<file path="src/rtl/fwd_ctrl.sv">
// Forwarding and load-use hazard control for the 5-stage pipeline.
// Tracks rd/write/load bits of EX, MEM and WB; registers the EX operand selects.
module fwd_ctrl #(
    parameter int REG_ADDR_W = 5
) (
    input  logic                  clk,
    input  logic                  rst_n,
    input  logic                  id_valid,
    input  logic [REG_ADDR_W-1:0] id_rs1,
    input  logic [REG_ADDR_W-1:0] id_rs2,
    input  logic [REG_ADDR_W-1:0] id_rd,
    input  logic                  id_regwrite,
    input  logic                  id_memread,
    input  logic                  flush,
    output logic [1:0]            fwd_a_sel,
    output logic [1:0]            fwd_b_sel,
    output logic                  stall,
    output logic [REG_ADDR_W-1:0] wb_rd,
    output logic                  wb_we
);

    localparam logic [1:0] SEL_RF  = 2'b00;
    localparam logic [1:0] SEL_MEM = 2'b01;
    localparam logic [1:0] SEL_WB  = 2'b10;

    typedef struct packed {
        logic                  valid;
        logic [REG_ADDR_W-1:0] rd;
        logic                  regwrite;
    } stage_t;

    // The load flag only matters while the instruction is in EX.
    stage_t ex_q, ex_d;
    stage_t mem_q;
    stage_t wb_q;
    logic   ex_memread_q, ex_memread_d;
    logic [1:0] fwd_a_q, fwd_a_d;
    logic [1:0] fwd_b_q, fwd_b_d;

    function automatic logic writes_reg(input stage_t s, input logic [REG_ADDR_W-1:0] rs);
        return s.valid && s.regwrite && (s.rd != '0) && (s.rd == rs);
    endfunction

    // Newest producer wins: the EX instruction is one step younger than MEM.
    function automatic logic [1:0] pick_sel(input logic [REG_ADDR_W-1:0] rs,
                                            input stage_t ex, input stage_t mem);
        if (writes_reg(ex, rs)) begin
            return SEL_MEM;
        end else if (writes_reg(mem, rs)) begin
            return SEL_WB;
        end
        return SEL_RF;
    endfunction

    assign stall = id_valid && ex_q.valid && ex_memread_q && (ex_q.rd != '0) &&
                   ((ex_q.rd == id_rs1) || (ex_q.rd == id_rs2));

    always_comb begin
        ex_d         = '0;
        ex_memread_d = 1'b0;
        fwd_a_d      = SEL_RF;
        fwd_b_d      = SEL_RF;
        if (!(flush || stall)) begin
            ex_d.valid    = id_valid;
            ex_d.rd       = id_rd;
            ex_d.regwrite = id_regwrite;
            ex_memread_d  = id_memread;
            if (id_valid) begin
                fwd_a_d = pick_sel(id_rs1, ex_q, mem_q);
                fwd_b_d = pick_sel(id_rs2, ex_q, mem_q);
            end
        end
    end

    always_ff @(posedge clk) begin
        if (!rst_n) begin
            ex_q         <= '0;
            mem_q        <= '0;
            wb_q         <= '0;
            ex_memread_q <= 1'b0;
            fwd_a_q      <= SEL_RF;
            fwd_b_q      <= SEL_RF;
        end else begin
            ex_q         <= ex_d;
            mem_q        <= ex_q;
            wb_q         <= mem_q;
            ex_memread_q <= ex_memread_d;
            fwd_a_q      <= fwd_a_d;
            fwd_b_q      <= fwd_b_d;
        end
    end

    assign fwd_a_sel = fwd_a_q;
    assign fwd_b_sel = fwd_b_q;
    assign wb_rd     = wb_q.rd;
    assign wb_we     = wb_q.valid && wb_q.regwrite && (wb_q.rd != '0);

endmodule

</file>
<file path="config.mk">
export PLATFORM = sky130hd
export DESIGN_NAME = fwd_ctrl
export DESIGN_NICKNAME = d
export VERILOG_FILES = /design/src/rtl/fwd_ctrl.sv
export SDC_FILE = /design/constraint.sdc
export NUM_CORES = 1
export LEC_CHECK = 0
export BUFFER_PORTS_ARGS = -buffer_cell sky130_fd_sc_hd__clkbuf_2
export CAP_MARGIN = 20
export CORE_ASPECT_RATIO = 1.2
export CORE_MARGIN = 1
export CORE_UTILIZATION = 44
export DETAILED_ROUTE_END_ITERATION = 10
export PLACE_DENSITY = 0.7
export SYNTH_ARGS = -nofsm -noshare
export SYNTH_HDL_FRONTEND = slang
export SYNTH_SLANG_ARGS = --single-unit
</file>
<file path="constraint.sdc">
create_clock -name clk -period 1.4 [get_ports clk]
set_input_delay 0.21 -clock clk [delete_from_list [all_inputs] [get_ports clk]]
set_output_delay 0.21 -clock clk [all_outputs]
set_load 0.03 [all_outputs]
</file>
After elaboration in Yosys (flattened, before gate mapping):

Cells that the tools add are included.

* input port bits: 21
* register bits after elaboration: 26
* logic and storage cells: 58

* eq/ne operators: 4
* reductions and logical operators: 24
* bitwise gates (word level): 4
* muxes and demuxes: 12

Operator list (number)
* 5-bit == test: 4
* 5-bit nonzero test: 3
* 1-bit logical AND: 14
* 1-bit 2-to-1 mux: 10
* 5-bit OR reduction: 2
* 4-bit OR reduction: 2
* 2-bit 2-to-1 mux: 2
* 1-bit inverter: 4
* 1-bit logical OR: 2
* 2-bit OR reduction: 1

Depth between registers and ports, before layout:

Gate-level depths: netlist (run 1).

* depth after elaboration: 9
* depth in mapped cells: 6

Least setup slack after synthesis (run 1):

No wires, ideal clock.

* path type: register to output
* from: register ex_q[3] in the netlist's numbering
* to: output port stall
* buffers on the path: 1
* slack: -55 ps
* cell stages (with the launch flop): 6
* arrival: 1245 ps
* required time: 1190 ps
* cells stage by stage: dfxtp_1 -> xor2_1 -> nor4_1 -> nand2_1 -> a21oi_2 -> buf_6

* cells in the longest elaborated chain, start to end: 3
* elaborated cells on any way between the ends: 6

Ends and longest elaborated chain
* from (decl): RTL line 33 `stage_t ex_q, ex_d;`
* from (signal assigned): RTL line 77 `ex_q <= '0;`
* from (signal assigned): RTL line 84 `ex_q <= ex_d;`
* 5-bit == test / 5-bit nonzero test (equally long branches): RTL line 56, 55
* 1-bit logical OR / 1-bit logical AND (equally long branches): RTL line 56, 55
* 1-bit logical AND (*): RTL line 55 `assign stall = id_valid && ex_q.valid && ex_memread_q && (ex_q.rd != '0) &&`
* to (decl): RTL line 17 `output logic stall,`

Every way passes the cells marked *; elsewhere a longest branch is shown, timed or not.

Worst setup path in the final report (run 1):

Ends and elaborated chain as after synthesis.

==> results.yml, run 1 <==
detailed_routing:
  firstDrtPassIters: 5
  ant_nets: 0
  drcViolationCount: 0
  drt_iter0_drc: 18
  vias: 925
  drt-vias-per-instance: 4.868
  drt-total-wl_um: 2476
  wire_per_inst_um: 13.03
placement:
  port_buffers: 31
  dp_slack_ns: -0.08224
  place_congestion: 0.9136
  dp_hpwl_um: 1658
global_route:
  antenna_found_initial: 0
  grt_pass1_vias: 970
  grt-ovfl-total: 0
  grt_max_degree: 15
  grt_pass1_wl_um: 3939
  grt_usage_pct: 20.98
sta:
  skew_ns: 0.004983
  period_share_pct: 134.5
  tightest_slew_ns: 0.2342
  fin_ws_ns: -0.4834
  period_minus_slack_ns: 1.883
  final-max-slew-violation-count: 0
  max_clock_freq_mhz: 530.9
  whs_ns: 0.06300
  setup_viol: 14
  rsz0062_at_grt: "true"
  setup_tns_ns: -3.660
  hold_viol_final: 0
  slew_headroom_pct: 84.25
power_and_ir_drop:
  p_per_area_nw_per_um2: 887.1
  combPwrFrac_pct: 12.8
  power.internal_mw: 1.005
  peakVddDrop_mv: 0.8898
  p_clk_share_pct: 28.3
  power.total_mw: 1.310
  p_seq_share_pct: 58.9
  p_leak_nw: 0.6954
  switching_power_mw: 0.3043
  swShare_pct: 23.23
die:
  num_io_pins: 32
  initial_core_util_pct: 46.38
  chipHeight_um: 55.73
  dieArea_sq_um: 2607
  rows: 19
  die_w_um: 46.78
  core_sq_um: 2282
clocking:
  clk_pin_slew_ns: 0.13
  cts_sinks: 26
  cts_buffer_depth: 2
  clock_latency_ns: 0.32
  h-tree-depth: 1
  cts_tree: "built"
  ctsHoldBuffers: 0
  clock-root-buffer: "clkbuf_4"
  cts_buffers: 3
critical_path:
  cp-end-kind: "primary output"
  ff2ff_path_depth: 8
  rrSetupSlack_ns: -0.32
  r2r_end: "ex_q[5]"
  worstPathArrival_ns: 1.67
  critical_path_class: "flop to primary output"
  worst_setup_path_start_kind: "flop"
  critPathRequiredTime_ns: 1.19
  r2r-start: "ex_q[3]"
  critical_path.max_fanout: 4
layout:
  fin_nets: 181
  final_layout_size_suffix_gt1_share_pct: 42.77
  diodes: 0
  layout.area.seq_sq_um: 528.0
  area_growth_pct: 39.48
  num-fill-cells: 194
  multi_input_area_sq_um: 506.7
  fin_util_pct: 64.69
worst_hold_path:
  hold_end: "ex_q[1]"
  hold_path.class: "input port to flop"
  hold_start: "id_rd[0]"
  holdPathStages: 3
status:
  violations: "setup timing"
  status: "complete, but fails checks"
run:
  drv_cap: 0
logic_synthesis:
  syn_area_per_cell_sq_um: 9.623
  syn_inst: 110
  synth_seq_area_share_pct: 49.17
  ys_ff_latch: 26
  syn-num-nets: 131
  synth_top_area_share_pct: 49.17
  ys_types: 23
  yosys_warnings: 0
  synth.largest_area_cell: "dfxtp_1"
  synth_area_leaders: "dfxtp_1 49%, xor2_1 9.1%, and2_1 7.7%"
  syn_area_sq_um: 1059
how the worst max path moves through the flow:
stage	from	endpoint	slack, ns	cells after the start
6_report	ex_q[3]	stall	-0.48	5
4_1_cts	ex_q[2]	stall	-0.40	5
2_1_floorplan	ex_q[1]	stall	-0.01	5
5_1_grt	ex_q[3]	stall	-0.57	5
3_5_place_dp	id_rs2[0]	stall	-0.08	6
3_3_place_gp	ex_q[2]	stall	-0.02	5
flip-flops by register name, indices dropped and copies added (netlist names):
register / flops
wb_rd: 5
wb_q: 2
ex_q: 7
fwd_b_sel: 2
fwd_a_sel: 2
ex_memread_q: 1
mem_q: 7
layout by cell type (no fill, tap or decap), drive strengths merged:
master	instances
o311a	1
nor4	5
o211ai	1
or3	1
xor2	11
buf	23
and2	14
clkbuf	34
nor2b	1
nand2	10
nand3	4
dfxtp	26
and3b	1
o21ai	2
nand4	1
or4	1
nor3	2
xnor2	9
a21oi	1
nor2	11
Yosys cell counts (all sizes together):
library cell   count
nand3              4
o311a              1
o21ai              2
and2              14
nor2              11
dfxtp             26
xnor2              9
buf                6
nor3               2
or4                1
nor4               5
nand2             10
clkbuf             1
nand4              1
nor2b              1
and3b              1
clkdlybuf4s18      1
xor2              11
a21oi              1
or3                1
o211ai             1
metal layers:
layer  vias up  share of wire (%)  wire, um  GRT usage, %
li1        454                  -         -             -
met1       405                 35       862         21.43
met3        15                6.0       148         3.571
met4         0                4.2       104         13.47
met5         -                  0         0             0
met2        51                 55      1361         36.51
through the flow:
step | instances | cell area (sq um)
5_1_grt | 190 | 1476
3_5_place_dp | 177 | 1290
3_3_place_gp | 177 | 1290
4_1_cts | 190 | 1460
6_report | 190 | 1476
2_1_floorplan | 110 | 1061
cell type report:
cell class,count,area share [%]
Sequential cell,26,35.76
Multi-Input combinational cell,76,34.32
Timing Repair Buffer,53,24.83
Tap cell,31,2.627
Clock buffer,4,2.458
what timing repair did:
item                                   4_1_cts  5_1_grt
pin swaps                                   10        4
buffers inserted                            39        2
endpoints found under the hold margin        0        0
resized for setup                           13        5
cloned                                       1        0
setup endpoints to repair                   14       14
critical path, stage by stage (launching register included):
cell and delay [ns]:
dfxtp_4 0.39, xor2_2 0.16, nor4_2 0.28, nand2_1 0.15
a21oi_2 0.23, buf_6 0.16
power by group through the flow:
stage          clock network, mW  logic, mW  registers, mW
2_1_floorplan                  0     0.0746          0.787
4_1_cts                    0.376      0.159          0.772
3_3_place_gp                   0      0.142          0.787
6_report                   0.371      0.168          0.771
3_5_place_dp                   0      0.146          0.789
5_1_grt                    0.390      0.183          0.774
cells by family after synthesis:
logic type	synth area share (%)
flip-flops	49.17
buffers and inverters	5.910
XOR/XNOR	16.55
AND/OR/NAND/NOR	24.94
AO/OA/AOI/OAI	3.428
No activity file was read; power rests on OpenSTA's default activity.
==> run 2: changes to the inputs <==
--- a/config.mk
+++ b/config.mk
@@ -12,6 +12,7 @@
 export CORE_UTILIZATION = 44
 export DETAILED_ROUTE_END_ITERATION = 10
 export PLACE_DENSITY = 0.7
+export RECOVER_POWER = 25
 export SYNTH_ARGS = -nofsm -noshare
 export SYNTH_HDL_FRONTEND = slang
 export SYNTH_SLANG_ARGS = --single-unit
==> run 2 against run 1 <==
- the run still ends with setup timing left
- register-to-register slack barely moved
- global-route usage unchanged
- via count shrank 0.11%
- highest routed layer unchanged
- first-iteration DRC count is the same
- non-clock buffer count unchanged
- design area hardly changed
==> results.yml, run 2 (same netlist as run 1, synthesis figures left out) <==
sta:
  period_minus_slack_ns: 1.883
  setup_tns_ns: -3.656
  tightest_slew_ns: 0.2342
  skew_ns: 0.005183
  setup_viol: 14
  slew_headroom_pct: 84.25
  fin_ws_ns: -0.4834
  period_share_pct: 134.5
  hold_viol_final: 0
  whs_ns: 0.06273
  rsz0062_at_grt: "true"
  final-max-slew-violation-count: 0
  max_clock_freq_mhz: 530.9
detailed_routing:
  vias: 924
  drt-vias-per-instance: 4.863
  drt-total-wl_um: 2478
  ant_nets: 0
  drcViolationCount: 0
  wire_per_inst_um: 13.04
  drt_iter0_drc: 18
  firstDrtPassIters: 5
critical_path:
  cp_slowest_cell: "dfxtp_4"
  cp-end-kind: "primary output"
  critPathTopFamily: "simple AND/OR/NAND/NOR gates"
  worst_setup_path_start_kind: "flop"
  worst-path-buf-inv: 1
  critPathRequiredTime_ns: 1.19
  worstPathArrival_ns: 1.67
  critical_path_class: "flop to primary output"
  critical_path.max_fanout: 4
  cp_cell_sequence: "xor2_2 > nor4_2 > nand2_1 > a21oi_2 > buf_6"
  cpPeakStageDelay_ns: 0.39
clocking:
  cts_sinks: 26
  ctsHoldBuffers: 0
  h-tree-depth: 1
  cts_tree: "built"
  clock-root-buffer: "clkbuf_4"
  cts_buffers: 3
  clk_pin_slew_ns: 0.13
  clock_latency_ns: 0.32
  cts_buffer_depth: 2
power_and_ir_drop:
  swShare_pct: 23.25
  combPwrFrac_pct: 12.8
  p_seq_share_pct: 58.9
  p_per_area_nw_per_um2: 887.9
  power.total_mw: 1.310
  switching_power_mw: 0.3045
  peakVddDrop_mv: 0.8905
  p_leak_nw: 0.6940
  power.internal_mw: 1.005
  p_clk_share_pct: 28.3
die:
  initial_core_util_pct: 46.38
  dieArea_sq_um: 2607
  chipHeight_um: 55.73
  rows: 19
  core_sq_um: 2282
  die_w_um: 46.78
  num_io_pins: 32
layout:
  num-fill-cells: 195
  multi_input_area_sq_um: 506.7
  fin_nets: 181
  final_layout_size_suffix_gt1_share_pct: 42.14
  final_cell_mix: "29 x clkbuf_2, 23 x dfxtp_1, 19 x buf_4"
  mostFrequentLayoutCell: "clkbuf_2"
  area_growth_pct: 39.36
  layout.area.seq_sq_um: 526.8
  stdcell_area_sq_um: 1475
  diodes: 0
  fin_util_pct: 64.64
global_route:
  grt_usage_pct: 20.98
  grt_util_met3_pct: 3.571
  grt_pass1_vias: 970
  grt-ovfl-total: 0
  grt_max_degree: 15
  grt_busiest_layer: "met2"
  grt_use_met1_pct: 21.43
  grtUsageMet2_pct: 36.51
  antenna_found_initial: 0
  grt_pass1_wl_um: 3939
placement:
  dpl_cell_area_sq_um: 1290
  place_congestion: 0.9136
  port_buffers: 31
  dp_hpwl_um: 1658
status:
  status: "complete, but fails checks"
  violations: "setup timing"
worst_hold_path:
  hold_path.class: "input port to flop"
run:
  drv_cap: 0
-- run 2: final timing paths --
| check | from | to | slack, ns | depth (start not counted) |
|---|---|---|---|---|
| setup reg to reg | ex_q[3] | ex_q[5] | -0.32 | 8 |
| hold reg to reg | mem_q[6] | wb_q[6] | 0.48 | 1 |
| setup / recovery | ex_q[3] | stall | -0.48 | 5 |
| hold / removal | id_rd[0] | ex_q[1] | 0.06 | 3 |
-- run 2: area by class of cell --
type | count | share of cell area [%]
repair buffers | 53 | 24.85
multi-input cells | 76 | 34.35
clock buffers | 4 | 2.460
well taps | 31 | 2.629
flip-flops and latches | 26 | 35.71
-- run 2: stage by stage --
stage                     std cells  setup slack, ns
after detailed placement        177         -0.08224
after global routing            190          -0.5689
final                           190          -0.4834
after global placement          177         -0.01506
after floorplan                 110         -0.01193
after CTS                       190          -0.3986
-- run 2: power groups by stage --
stage | Combinational [mW] | Sequential [mW] | Clock, mW
global placement | 0.142 | 0.787 | 0
global route | 0.182 | 0.774 | 0.390
floorplan | 0.0746 | 0.787 | 0
detailed placement | 0.146 | 0.789 | 0
CTS | 0.159 | 0.772 | 0.376
finish | 0.168 | 0.771 | 0.371
-- run 2: metal layers --
layer / share of wire (%) / routed length (um) / vias to the layer above
met5: 0 / 0 / -
met4: 4.2 / 104 / 0
met3: 6.0 / 148 / 15
met2: 55 / 1362 / 51
met1: 35 / 863 / 405
li1: - / - / 453
-- run 2: repair_timing --
item | 4_1_cts | 5_1_grt
hold endpoints to repair | 0 | 0
pin swaps | 10 | 4
gates cloned | 1 | 0
setup buffers | 39 | 2
resized for setup | 13 | 5
setup endpoints to repair | 14 | 14
-- run 2: worst min-delay path: cells and delay by family --
| kind | cells | cell delay, ns |
|---|---|---|
| buf+inv | 1 | 0.08 |
| simple gates | 2 | 0.08 |
